`config.mk`:
```
export PLATFORM = sky130hd
export DESIGN_NAME = wash_cycle_ctrl_flat
export DESIGN_NICKNAME = d
export VERILOG_FILES = /design/src/rtl/wash_cycle_ctrl_pkg.sv /design/src/rtl/wash_cycle_ctrl_if.sv /design/src/rtl/wash_cycle_ctrl_tick_gen.sv /design/src/rtl/wash_cycle_ctrl.sv /design/src/flat_wrapper.sv
export SDC_FILE = /design/constraint.sdc
export NUM_CORES = 1
export LEC_CHECK = 0
export CAP_MARGIN = 25
export CORE_MARGIN = 4
export CORE_UTILIZATION = 51
export CTS_CLUSTER_SIZE = 25
export DETAILED_ROUTE_END_ITERATION = 10
export GPL_TIMING_DRIVEN = 0
export PLACE_DENSITY_LB_ADDON = 0.05
export SKIP_CTS_REPAIR_TIMING = 1
export SLEW_MARGIN = 0
export SYNTH_ARGS = -nofsm -noshare
export SYNTH_HDL_FRONTEND = slang
export SYNTH_SLANG_ARGS = --single-unit
```
`constraint.sdc`:
```
create_clock -name CLK -period 1.9 [get_ports CLK]
set_input_delay 0.57 -clock CLK [delete_from_list [all_inputs] [get_ports CLK]]
set_output_delay 0.57 -clock CLK [all_outputs]
set_load 0.01 [all_outputs]
```
`src/rtl/wash_cycle_ctrl_pkg.sv`:
```
`default_nettype none
// ============================================================================
// Module      : wash_pkg
// Description : Shared state encoding and helpers for the wash cycle controller.
// Revision    : 1.0 - initial release
// ============================================================================
package wash_pkg;

    typedef enum logic [2:0] {
        IDLE  = 3'd0,
        FILL  = 3'd1,
        WASH  = 3'd2,
        RINSE = 3'd3,
        SPIN  = 3'd4
    } wash_state_t;

    // Largest prescaler shift selectable through the 2-bit frequency input.
    localparam int unsigned c_MAX_PRESCALE = 3;

    function automatic int unsigned stage_ticks(
        input wash_state_t st,
        input int unsigned fill_t,
        input int unsigned wash_t,
        input int unsigned rinse_t,
        input int unsigned spin_t
    );
        case (st)
            FILL:    return fill_t;
            WASH:    return wash_t;
            RINSE:   return rinse_t;
            SPIN:    return spin_t;
            default: return 1;
        endcase
    endfunction

    function automatic int unsigned clamp_passes(
        input int unsigned req,
        input int unsigned max_p
    );
        if (req == 0)    return 1;
        if (req > max_p) return max_p;
        return req;
    endfunction

endpackage
`default_nettype wire

```
`src/rtl/wash_cycle_ctrl_if.sv`:
```
`default_nettype none
// ============================================================================
// Module      : wash_cycle_ctrl_if
// Description : Request/status bundle between a cycle requester and the controller.
// Revision    : 1.0 - initial release
// ============================================================================
interface wash_cycle_ctrl_if #(
    parameter int PASS_W = 2
);
    logic              Coin_in;
    logic [PASS_W-1:0] Wash_passes;
    logic              Timer_pause;
    logic [1:0]        CLK_freq;
    logic              Wash_done;
    logic              Done_pulse;
    logic              Busy;
    logic [2:0]        Stage;
    logic [PASS_W-1:0] Pass_cnt;

    modport master (
        output Coin_in, Wash_passes, Timer_pause, CLK_freq,
        input  Wash_done, Done_pulse, Busy, Stage, Pass_cnt
    );

    modport slave (
        input  Coin_in, Wash_passes, Timer_pause, CLK_freq,
        output Wash_done, Done_pulse, Busy, Stage, Pass_cnt
    );
endinterface
`default_nettype wire

```
`src/rtl/wash_cycle_ctrl_tick_gen.sv`:
```
`default_nettype none
// ============================================================================
// Module      : wash_tick_gen
// Description : Selectable prescaler plus per-stage tick counter.
// Revision    : 1.0 - initial release
// ============================================================================
module wash_tick_gen #(
    parameter int BASE_DIV = 60,
    parameter int DIV_W    = 10,
    parameter int TICK_W   = 8
) (
    input  wire logic              CLK,
    input  wire logic              Rst_n,
    input  wire logic              clr,
    input  wire logic              hold,
    input  wire logic [1:0]        freq_sel,
    input  wire logic [TICK_W-1:0] target_ticks,
    output logic                   tick,
    output logic                   stage_end
);
    localparam logic [DIV_W-1:0] c_BASE = DIV_W'(BASE_DIV);

    logic [DIV_W-1:0]  r_div;
    logic [TICK_W-1:0] r_ticks;
    logic [DIV_W-1:0]  w_term;

    // Terminal count of the prescaler: (BASE_DIV << freq_sel) - 1.
    assign w_term = (c_BASE << freq_sel) - DIV_W'(1);

    // A held timer never ticks, so a pause always beats the final tick.
    assign tick      = (r_div == w_term) && !hold;
    // Level flag: the tick counter sits on the last tick of the stage.
    assign stage_end = (r_ticks == (target_ticks - TICK_W'(1)));

    always_ff @(posedge CLK or negedge Rst_n) begin
        if (!Rst_n) begin
            r_div   <= '0;
            r_ticks <= '0;
        end else if (clr) begin
            r_div   <= '0;
            r_ticks <= '0;
        end else if (!hold) begin
            if (tick) begin
                r_div   <= '0;
                r_ticks <= r_ticks + TICK_W'(1);
            end else begin
                r_div   <= r_div + DIV_W'(1);
            end
        end
    end
endmodule
`default_nettype wire

```
`src/rtl/wash_cycle_ctrl.sv`:
```
`default_nettype none
// ============================================================================
// Module      : wash_cycle_ctrl
// Description : Coin-operated FILL/WASH/RINSE x N + SPIN cycle sequencer.
// Revision    : 1.0 - initial release
// ============================================================================
module wash_cycle_ctrl
    import wash_pkg::*;
#(
    parameter int BASE_DIV    = 60,
    parameter int DIV_W       = 10,
    parameter int FILL_TICKS  = 2,
    parameter int WASH_TICKS  = 5,
    parameter int RINSE_TICKS = 2,
    parameter int SPIN_TICKS  = 1,
    parameter int TICK_W      = 8,
    parameter int MAX_PASSES  = 3,
    parameter int PASS_W      = 2
) (
    input  wire logic       CLK,
    input  wire logic       Rst_n,
    wash_cycle_ctrl_if.slave bus
);
    wash_state_t       r_state;
    logic [PASS_W-1:0] r_passes;
    logic [PASS_W-1:0] r_pass_cnt;
    logic [1:0]        r_freq;
    logic              r_done_pulse;

    logic              w_tick;
    logic              w_stage_end;
    logic              w_exit;
    logic              w_hold;
    logic              w_clr;
    logic [TICK_W-1:0] w_target;

    assign w_hold   = (r_state == SPIN) && bus.Timer_pause;
    assign w_exit   = w_tick && w_stage_end;
    // Idle keeps the timer parked at zero, so a coin always starts FILL clean.
    assign w_clr    = w_exit || (r_state == IDLE);
    assign w_target = TICK_W'(stage_ticks(r_state, FILL_TICKS, WASH_TICKS,
                                          RINSE_TICKS, SPIN_TICKS));

    wash_tick_gen #(
        .BASE_DIV (BASE_DIV),
        .DIV_W    (DIV_W),
        .TICK_W   (TICK_W)
    ) u_tick_gen (
        .CLK          (CLK),
        .Rst_n        (Rst_n),
        .clr          (w_clr),
        .hold         (w_hold),
        .freq_sel     (r_freq),
        .target_ticks (w_target),
        .tick         (w_tick),
        .stage_end    (w_stage_end)
    );

    always_ff @(posedge CLK or negedge Rst_n) begin
        if (!Rst_n) begin
            r_state      <= IDLE;
            r_passes     <= '0;
            r_pass_cnt   <= '0;
            r_freq       <= '0;
            r_done_pulse <= 1'b0;
        end else begin
            r_done_pulse <= 1'b0;
            case (r_state)
                IDLE: begin
                    if (bus.Coin_in) begin
                        r_state    <= FILL;
                        r_freq     <= bus.CLK_freq;
                        r_passes   <= PASS_W'(clamp_passes(32'(bus.Wash_passes),
                                                           MAX_PASSES));
                        r_pass_cnt <= '0;
                    end
                end
                FILL: begin
                    if (w_exit) r_state <= WASH;
                end
                WASH: begin
                    if (w_exit) r_state <= RINSE;
                end
                RINSE: begin
                    if (w_exit) begin
                        if (r_pass_cnt < (r_passes - PASS_W'(1))) begin
                            r_state    <= FILL;
                            r_pass_cnt <= r_pass_cnt + PASS_W'(1);
                        end else begin
                            r_state    <= SPIN;
                        end
                    end
                end
                SPIN: begin
                    if (w_exit) begin
                        r_state      <= IDLE;
                        r_done_pulse <= 1'b1;
                    end
                end
                default: r_state <= IDLE;
            endcase
        end
    end

    assign bus.Wash_done  = (r_state == IDLE);
    assign bus.Busy       = (r_state != IDLE);
    assign bus.Done_pulse = r_done_pulse;
    assign bus.Stage      = r_state;
    assign bus.Pass_cnt   = r_pass_cnt;
endmodule
`default_nettype wire

```
`src/flat_wrapper.sv`:
```
// flat-port wrapper written by rule: the top's interface ports become plain ports
module wash_cycle_ctrl_flat import wash_pkg::*;
#(
    parameter int BASE_DIV    = 60,
    parameter int DIV_W       = 10,
    parameter int FILL_TICKS  = 2,
    parameter int WASH_TICKS  = 5,
    parameter int RINSE_TICKS = 2,
    parameter int SPIN_TICKS  = 1,
    parameter int TICK_W      = 8,
    parameter int MAX_PASSES  = 3,
    parameter int PASS_W      = 2
)
  (CLK, Rst_n, bus_Coin_in, bus_Wash_passes, bus_Timer_pause, bus_CLK_freq, bus_Wash_done, bus_Done_pulse, bus_Busy, bus_Stage, bus_Pass_cnt);
  wash_cycle_ctrl_if #(.PASS_W(PASS_W)) bus_i ();
  input  wire logic CLK;
  input  wire logic Rst_n;
  input wire logic [$bits(bus_i.Coin_in)-1:0] bus_Coin_in;
  input wire logic [$bits(bus_i.Wash_passes)-1:0] bus_Wash_passes;
  input wire logic [$bits(bus_i.Timer_pause)-1:0] bus_Timer_pause;
  input wire logic [$bits(bus_i.CLK_freq)-1:0] bus_CLK_freq;
  output wire logic [$bits(bus_i.Wash_done)-1:0] bus_Wash_done;
  output wire logic [$bits(bus_i.Done_pulse)-1:0] bus_Done_pulse;
  output wire logic [$bits(bus_i.Busy)-1:0] bus_Busy;
  output wire logic [$bits(bus_i.Stage)-1:0] bus_Stage;
  output wire logic [$bits(bus_i.Pass_cnt)-1:0] bus_Pass_cnt;
  assign bus_i.Coin_in = bus_Coin_in;
  assign bus_i.Wash_passes = bus_Wash_passes;
  assign bus_i.Timer_pause = bus_Timer_pause;
  assign bus_i.CLK_freq = bus_CLK_freq;
  assign bus_Wash_done = bus_i.Wash_done;
  assign bus_Done_pulse = bus_i.Done_pulse;
  assign bus_Busy = bus_i.Busy;
  assign bus_Stage = bus_i.Stage;
  assign bus_Pass_cnt = bus_i.Pass_cnt;
  wash_cycle_ctrl #(.BASE_DIV(BASE_DIV), .DIV_W(DIV_W), .FILL_TICKS(FILL_TICKS), .WASH_TICKS(WASH_TICKS), .RINSE_TICKS(RINSE_TICKS), .SPIN_TICKS(SPIN_TICKS), .TICK_W(TICK_W), .MAX_PASSES(MAX_PASSES), .PASS_W(PASS_W)) u_core (.CLK(CLK), .Rst_n(Rst_n), .bus(bus_i));
endmodule
```
==> impl_metrics.ini <==
[placed_design]
hpwl_um = 2800
dp_cells = 246
gp_congestion = 0.814
io_buffers = 15

[floorplanning]
die_w_um = 66.1
initial_core_util_pct = 54.6
core-area_um2 = 3150
rows = 20
dieArea_um2 = 4370
ios = 16
fp.dieH_um = 66.1

[finish]
drive_gt1_share_pct = 27.5
nFillCells = 254
final_cells = 266
layout.nets = 234
area_growth_pct = 31.5
antenna_cells = 0

[routing]
wl_per_cell_um = 15.7
drt-pass1-iter-count = 4
routed-via-count = 1513
wl_um = 4180
drtAntennaViolNets = 0
via_per_inst = 5.69
drt_iter0_drc = 100
drc = 0

[power_and_ir_drop]
powerDensity_nw_per_um2 = 752
ir_worst_vdd_mv = 0.414
p_leak_nw = 1.04

[run]
drv_cap = 0

[cts]
tritoncts = done
clk_pin_slew_ns = 0.16
h-tree-depth = 1
clockBufferDepth = 2
clock_sinks = 28
clock_latency_ns = 0.34
root_buffer = clkbuf_4
numCtsBuffers = 3

[sta]
hold_violations = 0
final.setup.worst_slack_ns = -0.255
slew_viol_final = 0
finalSetupTns_ns = -2.89
skew_ns = 0.00920
worst_pin_slew_ns = 0.696
min_period_over_period_pct = 113
min_period_ns = 2.16
setup_viol = 17
clock.fmax_mhz = 464
rsz0062_at_grt = yes
slew_headroom_pct = 53.5

[critical_path]
r2r-start = u_core.u_tick_gen.r_ticks[5]
criticalPathCategory = reg2reg
cp_slowest_cell = or4_4
cp_max_fo = 4
worstPathRequired_ns = 2.12
end_kind = register
arrival_ns = 2.37
critPathMaxStageDelay_ns = 0.54
critPathLaunchType = register
cp_cell_sequence = or4_4 -> nor3_4 -> o21a_1 -> nand4_1 -> nor4b_1
cp-startpoint = u_core.u_tick_gen.r_ticks[5]

[synth]
synth_cell_types = 49
syn-num-nets = 197
synth_compound_gate_area_share_pct = 9.88
synth_ff_type = dfrtp_1
synth_adder_area_share_pct = 2.18
ys_warn_count = 0
async_flop_share_pct = 100
synth-seq-cells = 28
synth_top_family_by_area = simple AND/OR/NAND/NOR gates
syn_area_um2 = 1720
syn_avg_cell_area_um2 = 9.26
muxShareOfSynthArea_pct = 4.51
synth-edff-count = 0
synthXorXnorAreaFrac_pct = 8.14
synthCells = 186
seq_area_frac_synth_pct = 40.7
synthSimpleGateAreaFrac_pct = 30.7

[outcome]
violations = negative setup slack
status = finished with violations

[hold_path]
hold_path.startpoint = u_core.u_tick_gen.r_div[1]
hold_class = reg2reg

[global_route]
grt_max_degree = 16
grt_pass1_vias = 1410
antenna_found_initial = 0
grt_usage_pct = 19.4
grt_remaining_overflow = 0
grt_pass1_wl_um = 6620
-- cell usage after synthesis (3+ instances only) --
master | number | share of area, %
dfrtp_1 | 28 | 41
inv_1 | 3 | 0.65
xor2_1 | 14 | 7.1
buf_2 | 6 | 1.7
and3_1 | 5 | 1.8
mux2_2 | 5 | 3.3
ha_1 | 3 | 2.2
nand2b_1 | 4 | 1.5
nor2_1 | 17 | 3.7
nand2_1 | 25 | 5.5
nor3_1 | 3 | 0.87
nand3_1 | 8 | 2.3
a21oi_1 | 4 | 1.2
nand4_1 | 9 | 3.3
and3b_1 | 3 | 1.5
o21ai_0 | 8 | 2.3
-- metrics by stage --
step                      setup WS, ns  cell area (µm²)  hold WS (ns)  total power, mW  util, %
final                           -0.255             2260         0.546             1.70     71.8
after global routing            -0.353             2260         0.582             1.83     71.8
after CTS                       -0.801             2000         0.552             1.61     63.4
after detailed placement        -0.696             1960         0.519             1.31     62.3
after global placement          -0.678             1950         0.496             1.27     61.8
after floorplan               -0.00791             1740         0.274             1.16        -
-- sequential cells by signal, indices dropped and copies added (netlist names) --
| name | cells |
|---|---|
| u_core.bus.Done_pulse | 1 |
| u_core.r_passes | 2 |
| u_core.u_tick_gen.r_div | 10 |
| u_core.r_freq | 2 |
| u_core.bus.Stage | 3 |
| u_core.bus.Pass_cnt | 2 |
| u_core.u_tick_gen.r_ticks | 8 |
-- kinds of logic (layout without fill, tap and decap cells) --
family / count (synthesis) / count (layout)
flops: 28 / 28
mux: 7 / 7
xor+xnor: 16 / 16
simple gates: 94 / 94
compound gates: 25 / 25
buf+inv: 13 / 49
fa+ha+maj: 3 / 3
-- where the power goes --
part           switching [mW]  leakage [nW]  total [mW]  internal [mW]
Clock                   0.183        0.0210       0.300          0.118
Sequential             0.0842         0.366       0.760          0.676
Combinational           0.349         0.653       0.642          0.293
Total                   0.616          1.04        1.70           1.09
-- routing by layer --
layer  vias to the layer above  global-route usage, %  share of wire [%]
met2                        31                   32.7                 52
li1                        734                      -                  -
met3                         6                   2.38                3.7
met5                         -                      0                  0
met4                         0                   6.09                1.3
met1                       742                   25.7                 43
-- path summary, 6_finish.rpt --
check / end / slack, ns / cells after the start
min in group asynchronous: u_core.u_tick_gen.r_ticks[1] / 0.62 / 1
hold reg to reg: u_core.u_tick_gen.r_div[1] / 0.55 / 2
setup reg to reg: u_core.bus.Done_pulse / -0.26 / 5
max in group asynchronous: u_core.u_tick_gen.r_div[6] / 0.73 / 2
hold / removal: u_core.u_tick_gen.r_div[1] / 0.55 / 2
setup / recovery: u_core.bus.Done_pulse / -0.26 / 5
-- critical path: cells and delay by family, from the launching register on --
family          cells  cell delay, ns
simple gates        4            1.43
compound gates      1            0.17
flops               1            0.43
-- final cells by class --
| cell class | count | area (µm²) | share of cell area [%] |
|---|---|---|---|
| multi-input combinational | 145 | 1070 | 47.3 |
| timing repair buffer | 34 | 322 | 14.2 |
| buffer | 8 | 68.8 | 3.04 |
| inverter | 3 | 11.3 | 0.498 |
| clock buffer | 4 | 36.3 | 1.60 |
| sequential | 28 | 701 | 31.0 |
| tap | 44 | 55.1 | 2.43 |
-- cell usage in the layout, fill, tap and decap left out, drive strengths merged, types with 3 or more instances in the layout --
cell type,Yosys,final
ha,3,3
nand2b,4,4
o21ai,9,9
nor2,17,17
clkdlybuf4s50,0,10
mux2,6,6
nand2,25,25
clkbuf,2,7
and3b,3,3
dlymetal6s2s,0,3
inv,3,3
a21oi,4,4
xor2,14,14
dfrtp,28,28
nand3,8,8
and3,5,5
nand4,9,9
nor3,4,4
buf,8,26
Note: power is estimated with default switching activity, not from simulation.
